`config.mk`:
```
export PLATFORM = sky130hd
export DESIGN_NAME = core_run_sequencer
export DESIGN_NICKNAME = d
export VERILOG_FILES = /design/src/rtl/core_run_pkg.sv /design/src/rtl/run_watchdog.sv /design/src/rtl/core_run_sequencer.sv
export SDC_FILE = /design/constraint.sdc
export NUM_CORES = 1
export LEC_CHECK = 0
export CAP_MARGIN = 0
export CORE_MARGIN = 1
export CORE_UTILIZATION = 43
export CTS_CLUSTER_SIZE = 14
export DETAILED_ROUTE_END_ITERATION = 8
export GPL_TIMING_DRIVEN = 1
export HOLD_SLACK_MARGIN = 0.08
export MAX_ROUTING_LAYER = met4
export PLACE_DENSITY_LB_ADDON = 0.12
export SYNTH_ARGS = -nofsm -noshare
export SYNTH_HDL_FRONTEND = slang
export SYNTH_SLANG_ARGS = --single-unit
```
`constraint.sdc`:
```
create_clock -name clk -period 2.9 [get_ports clk]
set_input_delay 0.29 -clock clk [delete_from_list [all_inputs] [get_ports clk]]
set_output_delay 0.29 -clock clk [all_outputs]
set_load 0.01 [all_outputs]
```
`src/rtl/core_run_pkg.sv`:
```
// Shared types and constants for the core run sequencer: job state encoding,
// register-index width and the default "halted" code of the core control FSM.
package core_run_pkg;

  localparam int unsigned REG_IDX_W = 5;
  localparam logic [3:0] HALT_STATE_DEFAULT = 4'hE;

  typedef enum logic [3:0] {
    IDLE,
    HOLD,
    LOAD_A,
    LOAD_B,
    RUN,
    READ_A,
    READ_B,
    DONE,
    ERR
  } state_e;

  function automatic int unsigned max_u(input int unsigned a, input int unsigned b);
    return (a > b) ? a : b;
  endfunction

endpackage

```
`src/rtl/run_watchdog.sv`:
```
// Loadable saturating down-counter; expired is high while the count sits at zero.
// Shared by the sequencer for both the reset-hold interval and the RUN watchdog.
module run_watchdog #(
  parameter int unsigned WIDTH = 8
) (
  input  logic             clk,
  input  logic             rst,
  input  logic             load,
  input  logic [WIDTH-1:0] load_value,
  input  logic             enable,
  output logic             expired
);

  logic [WIDTH-1:0] count;

  // NOTE: sequential state uses non-blocking assignments so every flop samples pre-edge values.
  always_ff @(posedge clk) begin
    if (rst) begin
      count <= '0;
    end else if (load) begin
      count <= load_value;
    end else if (enable && (count != '0)) begin
      count <= count - WIDTH'(1);
    end
  end

  assign expired = (count == '0);

endmodule

```
`src/rtl/core_run_sequencer.sv`:
```
// Job sequencer: holds the core in reset, preloads two argument registers, runs the core
// until it halts (or the watchdog fires), then reads back two result registers.
// Optional feature macro: RUN_CYCLE_COUNT_EN enables the RUN-cycle counter on cycle_count.
module core_run_sequencer
  import core_run_pkg::*;
#(
  parameter logic [REG_IDX_W-1:0] ARG_REG_A   = 5'd1,
  parameter logic [REG_IDX_W-1:0] ARG_REG_B   = 5'd2,
  parameter logic [REG_IDX_W-1:0] RES_REG_A   = 5'd1,
  parameter logic [REG_IDX_W-1:0] RES_REG_B   = 5'd2,
  parameter logic [3:0]           HALT_STATE  = HALT_STATE_DEFAULT,
  parameter int unsigned          HOLD_CYCLES = 4,
  parameter int unsigned          TIMEOUT     = 2**20
) (
  input  logic                 clk,
  input  logic                 rst,
  input  logic                 start,
  input  logic                 abort,
  input  logic [31:0]          arg_a,
  input  logic [31:0]          arg_b,
  input  logic [3:0]           core_state,
  input  logic [31:0]          rf_rdata,
  output logic                 core_rst,
  output logic                 rf_we,
  output logic [REG_IDX_W-1:0] rf_waddr,
  output logic [31:0]          rf_wdata,
  output logic [REG_IDX_W-1:0] rf_raddr,
  output logic                 busy,
  output logic                 done,
  output logic                 timed_out,
  output logic [63:0]          result,
  output logic [31:0]          cycle_count
);

  localparam int unsigned RUN_W  = (TIMEOUT == 0) ? 1 : $clog2(TIMEOUT + 1);
  localparam int unsigned HOLD_W = $clog2(HOLD_CYCLES);
  localparam int unsigned WD_W   = max_u(max_u(RUN_W, HOLD_W), 1);

  localparam logic [WD_W-1:0] HOLD_LOAD = WD_W'(HOLD_CYCLES - 1);
  localparam logic [WD_W-1:0] RUN_LOAD  = (TIMEOUT == 0) ? '0 : WD_W'(TIMEOUT - 1);

  state_e          state;
  state_e          state_next;
  logic            wd_load;
  logic [WD_W-1:0] wd_load_value;
  logic            wd_enable;
  logic            wd_expired;
  logic            accept;

  assign accept = (state == IDLE) && start && !abort;

  run_watchdog #(
    .WIDTH(WD_W)
  ) u_watchdog (
    .clk       (clk),
    .rst       (rst),
    .load      (wd_load),
    .load_value(wd_load_value),
    .enable    (wd_enable),
    .expired   (wd_expired)
  );

  always_ff @(posedge clk) begin
    if (rst) state <= IDLE;
    else     state <= state_next;
  end

  // NOTE: every always_comb output gets a default first, so no path can infer a latch.
  always_comb begin
    state_next    = state;
    wd_load       = 1'b0;
    wd_load_value = '0;
    wd_enable     = 1'b0;
    unique case (state)
      IDLE: begin
        if (start) begin
          state_next    = HOLD;
          wd_load       = 1'b1;
          wd_load_value = HOLD_LOAD;
        end
      end
      HOLD: begin
        if (wd_expired) state_next = LOAD_A;
        else            wd_enable  = 1'b1;
      end
      LOAD_A: state_next = LOAD_B;
      LOAD_B: begin
        state_next    = RUN;
        wd_load       = 1'b1;
        wd_load_value = RUN_LOAD;
      end
      RUN: begin
        // Halt is tested first so a halt on the expiry cycle still completes the job.
        if (core_state == HALT_STATE)            state_next = READ_A;
        else if ((TIMEOUT != 0) && wd_expired)   state_next = ERR;
        else                                     wd_enable  = 1'b1;
      end
      READ_A:  state_next = READ_B;
      READ_B:  state_next = DONE;
      DONE:    state_next = IDLE;
      ERR:     state_next = IDLE;
      default: state_next = IDLE;
    endcase
    if (abort) begin
      state_next = IDLE;
      wd_load    = 1'b0;
      wd_enable  = 1'b0;
    end
  end

  // Outputs are registered from the next state so they line up with the state they describe.
  always_ff @(posedge clk) begin
    if (rst) begin
      core_rst  <= 1'b1;
      rf_we     <= 1'b0;
      rf_waddr  <= '0;
      rf_wdata  <= '0;
      rf_raddr  <= '0;
      busy      <= 1'b0;
      done      <= 1'b0;
      timed_out <= 1'b0;
      result    <= '0;
    end else begin
      core_rst <= !(state_next inside {RUN, READ_A, READ_B});
      rf_we    <= (state_next == LOAD_A) || (state_next == LOAD_B);
      busy     <= !(state_next inside {IDLE, DONE, ERR});
      done     <= (state_next == DONE);

      if (state_next == LOAD_A) begin
        rf_waddr <= ARG_REG_A;
        rf_wdata <= arg_a;
      end else if (state_next == LOAD_B) begin
        rf_waddr <= ARG_REG_B;
        rf_wdata <= arg_b;
      end

      if (state_next == READ_A)      rf_raddr <= RES_REG_A;
      else if (state_next == READ_B) rf_raddr <= RES_REG_B;

      if (accept)                  timed_out <= 1'b0;
      else if (state_next == ERR)  timed_out <= 1'b1;

      if ((state == READ_A) && (state_next == READ_B)) result[63:32] <= rf_rdata;
      if ((state == READ_B) && (state_next == DONE))   result[31:0]  <= rf_rdata;
    end
  end

`ifdef RUN_CYCLE_COUNT_EN
  logic [31:0] run_cycles;

  always_ff @(posedge clk) begin
    if (rst) begin
      run_cycles <= '0;
    end else if (accept) begin
      run_cycles <= '0;
    end else if ((state == RUN) && (run_cycles != '1)) begin
      run_cycles <= run_cycles + 32'd1;
    end
  end

  assign cycle_count = run_cycles;
`else
  assign cycle_count = 32'd0;
`endif

endmodule
```
-- Word level (Yosys, flattened, before mapping)
Cells that the tools add are included.
- bits of input ports: 104
- output and inout port bits: 143
- word-level logic and storage cells: 73
- bits in registers: 130
- mux-type cells: 23
- reductions and logical operators: 21
- add/sub/neg operators: 1
- equal/unequal tests: 14
- operators with widths (operator ; number):
    $mux 32 ; 2
    $mux 21 ; 2
    $pmux 20 s2 ; 1
    $eq 4x3->1 const B ; 7
    $pmux 4 s7 ; 1
    $logic_not 21->1 ; 1
    $reduce_bool 21->1 ; 1
    $sub 21x1->21 const B ; 1
    $mux 4 ; 5
    $eq 4x2->1 const B ; 4
    $mux 1 ; 9
    $eq 4x4->1 const B ; 2
    $logic_not 4->1 ; 2
    $reduce_bool 2->1 ; 3
    $reduce_bool 3->1 ; 2
    $reduce_or 2->1 ; 3
    $logic_and 1x1->1 ; 5
    $eq 4x1->1 const B ; 1
    $pmux 1 s2 ; 2
    $logic_not 1->1 ; 3
    $mux 2 ; 1
    $logic_or 1x1->1 ; 1

-- Logic depth before layout (Yosys ltp)
Gate-level depths: netlist of the first run.
- depth in word-level cells: 8
- depth in mapped cells: 10
- gate-level depth less buffers: 8

-- Hierarchy
Synthesis of the first run repeated with hierarchy kept, for this count alone.
- cells, all modules: 661
- area total of the unflattened synthesis: 5735.5 um2
- by module, submodules not included (module ; times used ; seq. area each (um2) ; area an instance (um2) ; cells an instance):
    core_run_sequencer ; 1 ; 2182.1 ; 4460.5 ; 513
    run_watchdog ; 1 ; 420.4 ; 1275.0 ; 148

-- Worst setup path before layout of the first run
No wires, ideal clock.
- path type: reg-to-reg
- from: register u_watchdog.count[8]
- to: register rf_wdata[10]
- setup time: 81 ps
- arrival time: 2391 ps
- period minus slack after synthesis: 2472 ps
- path buffers: 3
- required time: 2819 ps
- setup slack: 428 ps
- stages on the path, launching flop included: 10
- cell sequence: dfxtp_1 -> or4_1 -> buf_2 -> nor4_4 -> and2_1 -> o22ai_1 -> buf_2 -> clkbuf_1 -> mux2i_1 -> a211oi_2
- word-level cells in the longest chain between the ends: 7
- elaborated cells on any way between the ends: 10
- classes of those cells: eq/ne (2); mux (6); reduce/logical (2)
- ends and longest elaborated chain (what ; line ; source):
    start: declaration ; run_watchdog.sv:14 ; logic [WIDTH-1:0] count;
    start signal: assignment ; run_watchdog.sv:21 ; count <= load_value;
    start signal: assignment ; run_watchdog.sv:23 ; count <= count - WIDTH'(1);
    $logic_not 21->1 (*) ; run_watchdog.sv:27 ; assign expired = (count == '0);
    $mux 4 ; core_run_sequencer.sv:95 ; else if ((TIMEOUT != 0) && wd_expired) state_next = ERR;
    $mux 4 ; core_run_sequencer.sv:94 ; if (core_state == HALT_STATE) state_next = READ_A;
    $pmux 4 s7 (*) ; core_run_sequencer.sv:74 ; unique case (state)
    $mux 4 (*) ; core_run_sequencer.sv:104 ; if (abort) begin
    $eq 4x2->1 (on tied branches) ; core_run_sequencer.sv:129, core_run_sequencer.sv:132 ;
    $mux 32 or $reduce_bool 2->1 (tied branches) ; - ;
    end signal: assignment ; core_run_sequencer.sv:131 ; rf_wdata <= arg_a;
    end signal: assignment ; core_run_sequencer.sv:134 ; rf_wdata <= arg_b;
    end: declaration ; core_run_sequencer.sv:26 ; output logic [31:0] rf_wdata,
Mark *: on every way between the ends. The rest lies on a longest branch, timed or not.
A chain may end at the register's enable or synchronous reset.

-- Final worst setup path of the first run
- from: register u_watchdog.count[8]
- to: register rf_wdata[25]
The elaborated chain is that of the path after synthesis.

==> results.md, run 1 <==
- The floorplan die height is between 100 and 150 um.
- CTS built an H-tree with a depth of 4.
- The dominant register cell in the synthesized netlist is dfxtp_1.
- The sequential area share after synthesis is 43.6%.
- In this run, the number of DRC markers left after iteration 0 of detailed routing was 355.
- Counting the buffers created by CTS gives 17.
- The quantity of hold-fixing buffers added after cts is 0.
- Setup repair after global routing left no endpoint under its margin.
- The kind of start point of the critical path is a register.
- In the post-route analysis, the smallest setup slack over all paths is 0.197 ns.
- The final weighted congestion of routability-driven global placement is 0.881.
- The clock net in this run drives a total of 130 sinks.
- The synthesized cell area is approximately 6000 um^2.
- The critical path data arrival time is 3.02 ns.
- The overflow left after global routing is 0.
- The total vias in the final route is 5428.
- The detail route stage leaves a number of antenna-violating nets equal to 0.
- The slew at the pin closest to its max-slew limit is roughly 0.76 ns.
- The detailed-router iteration count before antenna repair is 4.
- For the final database, setup skew stands at roughly 0.0052 ns.
- Buffers added to address setup during post-CTS repair amount to 0.
- The static leakage is 0.00308 uW.
- In this run the critical register-to-register path is launched from u_watchdog.count[8]$_SDFFE_PP0P_.
- Clock-pin slew was measured on the worst setup and hold paths at approximately 0.060 ns.
- Setup slack on the worst reg-to-reg path comes out at a little under 0.2 ns.
- In this run the power density over the cells is 557 nW/um^2.
- The die covers around 14000 um^2.
- The average instance in the mapped netlist occupies roughly 8.8 um^2.
- The count of standard-cell rows is 42.
- The min-delay analysis places its worst path in the category in -> reg.
- The max-slew violation count is 0.
- The largest net degree at the start of global routing is 66.
- Synthesis instantiated between 40 and 50 different standard cells from the library.
- The end of the critical path is rf_wdata[25]$_SDFFE_PP0P_.
- The final HPWL from detailed placement is between 10000 and 15000 um.
- The flow ran to the end, and the final reports show no timing, DRC or antenna violations.
- The total wire length is 16500 um.
- Synthesis inferred 130 register bits.
- The clock tree from TritonCTS is done.
- The post-route fraction of the period consumed by the critical path is 93.2%.
- The via count of the first global-routing pass is around 5300.
- The number of buffers between clock root and the deepest sink is 2.
- Cells fill 64.6% of the core in the end.
- The number of port buffers is 208.
- STA classifies the critical path endpoint as a register.
- STA puts the critical path data required time at 3.22 ns.
- In this run the most critical hold path is launched from rst.
- The fraction of registers with async set or reset after synthesis is 0%.
- The final worst hold slack is 0.285 ns.
- In this run the count of I/O pins placed on the die edge is 247.
- The met3 demand-to-capacity share in global routing is 6.46%.
- Based on the critical path, the design can be clocked at up to 370 MHz.
- The total number of nets in the final design is 979.
- The max capacitance violation total is 0.
- The die span in x is ~120 um.
- Once the clock tree was built, the resizer swapped 0 gates to a different size.
- Headroom to the max-slew limit came out at 49.6%.
- In this run the worst path has a maximum fanout of 35.
- The layout overhead on the synthesized area is 45.0%.
- The number of failing hold endpoints at the final stage came to 0.
- The number of cells on the worst reg-to-reg path is 7.
- The routed via count divided by cell count is 5.11.
- The initial cell density of the core is 44.6%.
- The count of final setup violators is 0.
- VDD sags by at most 364 uV.
- The pre-CTS setup slack is ~0.25 ns.
- Setup total negative slack on the finished layout was measured at 0 ns.
- The most critical setup path has its startpoint at u_watchdog.count[8]$_SDFFE_PP0P_.
- The shortest clock period the worst path allows after layout is 2.70 ns.
- The first global-routing pass estimated 26100 um of wire.
- The critical register-to-register path endpoint is rf_wdata[25]$_SDFFE_PP0P_.
- The met2 track utilization from global routing is 40.6%.
- The core box area is 13400 um^2.
- The class of the most critical setup path is reg -> reg.
- The layout cell share with drive strength beyond 1 is 10.7%.
- The clock tree root buffer cell is clkbuf_16.
- The clock insertion delay at the later pin of the skew report is 0.41 ns.
- The layer flagged by global routing as most heavily used is met2.
- In the final routed layout, each cell accounts on average for 15.6 um.
- In this run, synthesis inferred 0 flip-flops with an integrated enable.
- The global-route usage over all layers is 23.8%.
- In the global route stage, met1 resource usage came out at between 20% and 30%.
- The post-detailed-route DRC marker count is 0.
- The post-synthesis cell count is approximately 680.
- Yosys printed 0 warnings.
- The diode insertion count for antenna repair is 0.
- The initial antenna violation count was 0.
[cells in the mapped netlist (all sizes together), types with 7 or more instances]
library cell  number  share of area, %
nor2              18               1.1
xnor2             19               2.8
a21oi            105               8.8
nor4              12               1.5
inv                7              0.44
or3                8              0.84
clkbuf            34               2.1
dfxtp            130                44
buf               54               7.6
nor4b              7               1.3
nand2            139               8.8
o21ai             23               1.9
a211oi            33               6.7
mux2i             33               5.7
nor3              12               1.0
[stage by stage]
| step | area [um^2] | std cells | total power, uW |
|---|---|---|---|
| after floorplan | 6110 | 716 | 2330 |
| after global placement | 8020 | 1030 | 2570 |
| after detailed placement | 8020 | 1030 | 2590 |
| after CTS | 8660 | 1062 | 4870 |
| after global routing | 8660 | 1062 | 5010 |
| final | 8660 | 1062 | 4820 |
[where the power goes]
part	switching [uW]	leakage, uW	internal [uW]	total [uW]
registers	29.4	0.00105	1830	1860
clock network	783	0.000298	1490	2270
logic	355	0.00173	345	700
total	1170	0.00308	3660	4820
[cell type report]
cell class	instances	area, um^2
tap	176	220
clock inverter	12	181
multi-input combinational	491	2930
inverter	7	26.3
fill	1104	4740
timing repair buffer	226	2240
sequential	130	2600
clock buffer	20	457
[routing by layer]
metal	part of all wire (%)	up-vias
li1	-	2662
met1	40	2540
met2	51	199
met3	7.7	27
met4	1.9	0
met5	0	-
[worst max-delay path, cell delays in order, from the launching register on]
cell	delay (ns)
dfxtp_1	0.34
or4_1	0.67
nor4_4	0.38
nand4_2	0.23
mux2i_4	0.22
buf_4	0.36
a21oi_1	0.16
a211oi_2	0.24
[worst min path at each step]
stage	to	depth (start not counted)
finish	rf_raddr[0]$_SDFFE_PP0P_	3
global route	rf_raddr[0]$_SDFFE_PP0P_	3
CTS	rf_raddr[0]$_SDFFE_PP0P_	3
detailed placement	result[62]$_SDFFE_PP0P_	2
global placement	result[25]$_SDFFE_PP0P_	2
floorplan	result[0]$_SDFFE_PP0P_	2
[sequential cells by signal, summed over array words and instances (netlist names)]
name,cells
result,64
rf_wdata,32
u_watchdog.count,21
state,4
rf_raddr,2
rf_waddr,2
busy,1
core_rst,1
done,1
rf_we,1
timed_out,1
[cell usage in the layout (no fill, tap or decap), types with 6 or more instances in the layout]
master / instances
clkdlybuf4s50_1: 207
nand2_1: 138
dfxtp_1: 130
a21oi_1: 105
conb_1: 38
mux2i_1: 32
a211oi_2: 30
o21ai_0: 21
xnor2_1: 19
clkbuf_16: 17
buf_4: 17
nor2_1: 16
nor3_1: 12
nor4_1: 11
or3_1: 8
inv_1: 7
nor4b_1: 6
[logic make-up (layout without fill, tap and decap cells)]
family,after synthesis,count (layout),share of synthesized area (%)
AOI/OAI and AO/OA,173,173,19.3
xor gates and xnor gates,20,20,2.93
adders and majority gates,2,2,0.419
buffers and inverters,95,265,10.1
DFF,130,130,43.6
muxes,33,33,5.74
other,1,38,0.0628
and+or+nand+nor,225,225,17.8
(Power assumes the default switching activity.)
==> inputs of run 2 (changes only) <==
--- a/config.mk
+++ b/config.mk
@@ -8,7 +8,7 @@
 export CAP_MARGIN = 0
 export CORE_MARGIN = 1
 export CORE_UTILIZATION = 43
-export CTS_CLUSTER_SIZE = 14
+export CTS_CLUSTER_SIZE = 28
 export DETAILED_ROUTE_END_ITERATION = 8
 export GPL_TIMING_DRIVEN = 1
 export HOLD_SLACK_MARGIN = 0.08
==> results of run 2 <==
Same layout as run 1: the final DEF is identical, and so are final timing and power.
==> inputs of run 3 (changes only) <==
--- a/config.mk
+++ b/config.mk
@@ -6,7 +6,7 @@
 export NUM_CORES = 1
 export LEC_CHECK = 0
 export CAP_MARGIN = 0
-export CORE_MARGIN = 1
+export CORE_MARGIN = 8
 export CORE_UTILIZATION = 43
 export CTS_CLUSTER_SIZE = 28
 export DETAILED_ROUTE_END_ITERATION = 8
==> run 3 against run 2 <==
  * Sequential power barely moved
  * Clock power rose by 8%
  * Flip-flop and latch count did not move
  * First-iteration DRC count fell by 16%
  * Total power rose by 4.0%
  * Final area rose by 0.78%
  * Worst hold slack improved by 0.0089 ns
  * Utilization fell by 1.0 points
  * Clock-buffer cell count rose by 1
==> results.md, run 3 (same netlist as run 1, synthesis figures left out) <==
- The number of sinks on the clock net was 130 (unchanged).
- The area taken by flip-flops and latches was 2600 um^2 (unchanged).
- The average wire length per cell after detail routing was 16.9 um (was 15.6 um).
- The count of fill cells added during filler insertion is 1141 (was 1104).
- The worst clock skew is 0.00526 ns (was 0.00523 ns).
- The kind of start point of the critical path is a register (unchanged).
- The starting DRC count in detailed routing is 298 (was 355).
- The via count of the first global-routing pass came to 5805 (was 5315).
- The post-cts repair resize count is 0 (unchanged).
- The clock transition time at the flip-flop clock pins of the worst setup and hold paths is 0.05 ns (was 0.06 ns).
- The buffer count from post-CTS setup fixing came to 0 (unchanged).
- The layout cell share with drive strength beyond 1 came to 11.1% (was 10.7%).
- The number of buffers and inverters on the critical path came to 1 (unchanged).
- The total wire length is 18000 um (was 16500 um).
- The kind of cell adding the most delay to the critical path is simple AND/OR/NAND/NOR gates (unchanged).
- The post-route fraction of the period consumed by the critical path is 92.3% (was 93.2%).
- The global-route usage over all layers is 20.6% (was 23.8%).
- The overflow left after global routing is 0 (unchanged).
- The total vias in the final route came to 5479 (was 5428).
- The area used by multi-input combinational logic is 2930 um^2 (unchanged).
- The path class of the lowest-slack min-delay path is in -> reg (unchanged).
- The number of primary I/O pins is 247 (unchanged).
- The clock insertion delay at the later pin of the skew report is 0.42 ns (was 0.41 ns).
- The worst stage delay on the critical path is 0.68 ns (was 0.67 ns).
- The core box area is 13700 um^2 (was 13400 um^2).
- Biggest regs: result: 64 flops, rf_wdata: 32 flops, u_watchdog.count: 21 flops (unchanged).
- The final HPWL from detailed placement was 13200 um (was 11500 um).
- The die outline area came to 17900 um^2 (was 14400 um^2).
- The H-tree depth is 4 (unchanged).
- The count of standard-cell rows is 43 (was 42).
- The max capacitance violation total is 0 (unchanged).
- The initial antenna violation count came to 0 (unchanged).
- The max-slew violation count came to 0 (unchanged).
- The diode insertion count for antenna repair is 0 (unchanged).
- The clock tree from TritonCTS was done (unchanged).
- The floorplan die height is 134 um (was 120 um).
- The flip-flop count of the largest register, all copies and words added is 64 (unchanged).
- The class of the most critical setup path is reg -> reg (unchanged).
- Most frequent cells in the layout: clkdlybuf4s50_1, nand2_1, dfxtp_1 (unchanged).
- The wire length of the first global-routing pass was 29100 um (was 26100 um).
- The die span in x is 134 um (was 120 um).
- The initial cell density of the core is 43.5% (was 44.6%).
- The post-detailed-route DRC marker count is 0 (unchanged).
- The shortest clock period the worst path allows after layout was 2.68 ns (was 2.70 ns).
- Result of the run: completed (unchanged).
- The leading cell type in the layout, fill and taps excluded is clkdlybuf4s50_1 (unchanged).
- The static leakage was 0.00313 uW (was 0.00308 uW).
- The largest net degree at the start of global routing is 47 (was 66).
- The element type at the critical path end is a register (unchanged).
- The number of nets with antenna violations after routing is 0 (unchanged).
- The quantity of hold-fixing buffers added after cts is 0 (unchanged).
- RSZ-0062 raised after global routing: false (unchanged).
- The detailed-router iteration count before antenna repair is 4 (unchanged).
- The routed via count divided by cell count is 5.13 (was 5.11).
- The area of all placed cells without fillers is 8730 um^2 (was 8660 um^2).
- The placement-stage cell area is 8040 um^2 (was 8020 um^2).
- The final total negative setup slack is 0 ns (unchanged).
- The slew at the pin closest to its max-slew limit is 0.749 ns (was 0.756 ns).
- The number of buffers between clock root and the deepest sink was 2 (unchanged).
- The critical path data arrival time was 2.99 ns (was 3.02 ns).
- The number of CTS-inserted buffers was 17 (unchanged).
- The tightest slew margin relative to the limit was 49.6% (about the same).
- The number of port buffers is 208 (unchanged).
- The layout overhead on the synthesized area came to 46.1% (was 45.0%).
- The register containing the most flip-flops in the final layout is result (unchanged).
- The cell with the largest stage delay on the worst path is or4_1 (unchanged).
- The total number of nets in the final design is 983 (was 979).
- The top achievable clock speed is 374 MHz (was 370 MHz).
- The count of final setup violators came to 0 (unchanged).
- The power density normalized to cell area is 575 nW/um^2 (was 557 nW/um^2).
- The biggest fanout along the worst timing path was 21 (was 35).
- The maximum ir drop on the vdd rail is 435 uV (was 364 uV).
- The worst path required time is 3.21 ns (was 3.22 ns).
- Crit-path cells: or4_1, nor4_4, nand2_2, a221oi_4, buf_4, a21boi_0, o21ba_2 (was or4_1, nor4_4, nand4_2, mux2i_4, buf_4, a21oi_1, a211oi_2).
- The final weighted congestion of routability-driven global placement was 0.849 (was 0.881).
- The clock tree root buffer cell is clkbuf_16 (unchanged).
- The number of failing hold endpoints at the final stage is 0 (unchanged).
-- run 3: cell types whose count changed in the layout (fill, tap and decap cells not counted), sizes merged --
cell | previous run | this run
buf | 19 | 23
clkinvlp | 4 | 1
bufinv | 4 | 6
clkbuf | 20 | 21
clkinv | 4 | 3
-- run 3: per-layer routing --
layer,GRT usage (%),vias to the layer above,part of all wire (%)
met5,-,-,0
met4,7.11,0,1.8
met3,10.2,29,11
met2,33.1,224,46
met1,21.5,2558,41
li1,-,2668,-
-- run 3: path summary, 6_finish.rpt --
check,startpoint,to,slack [ns],cells past startpoint
max,u_watchdog.count[8]$_SDFFE_PP0P_,rf_waddr[1]$_SDFFE_PP0N_,0.22,7
min,rst,done$_SDFF_PP0_,0.29,2
max reg2reg,u_watchdog.count[8]$_SDFFE_PP0P_,rf_waddr[1]$_SDFFE_PP0N_,0.22,7
min reg2reg,result[28]$_SDFFE_PP0P_,result[28]$_SDFFE_PP0P_,0.45,2
-- run 3: worst register-to-register path, stage by stage (launching register included) --
cell and delay, ns:
dfxtp_1 0.34, or4_1 0.68, nor4_4 0.38, nand2_2 0.15, a221oi_4 0.37, buf_4 0.31
a21boi_0 0.13, o21ba_2 0.21
-- run 3: metrics by stage --
stage          power, uW  instances  util, %  setup WS, ns  hold slack (ns)
2_1_floorplan       2330        716        -         0.428            0.426
3_3_place_gp        2580       1038     58.6         0.322            0.441
3_5_place_dp        2590       1038     58.6         0.253            0.448
4_1_cts             5060       1069     63.6         0.239            0.273
5_1_grt             5200       1069     63.6        0.0576            0.306
6_report            5020       1069     63.6         0.223            0.294
-- run 3: layout make-up --
type	instances	area share [%]
clock buffer	21	5.51
tap	180	2.58
clock inverter	10	2.32
sequential	130	29.8
inverter	7	0.301
multi-input combinational	491	33.6
timing repair buffer	230	25.9
-- run 3: report_power, final --
| part | switching [uW] | internal (uW) |
|---|---|---|
| registers | 28.4 | 1830 |
| logic | 359 | 344 |
| clock network | 766 | 1690 |
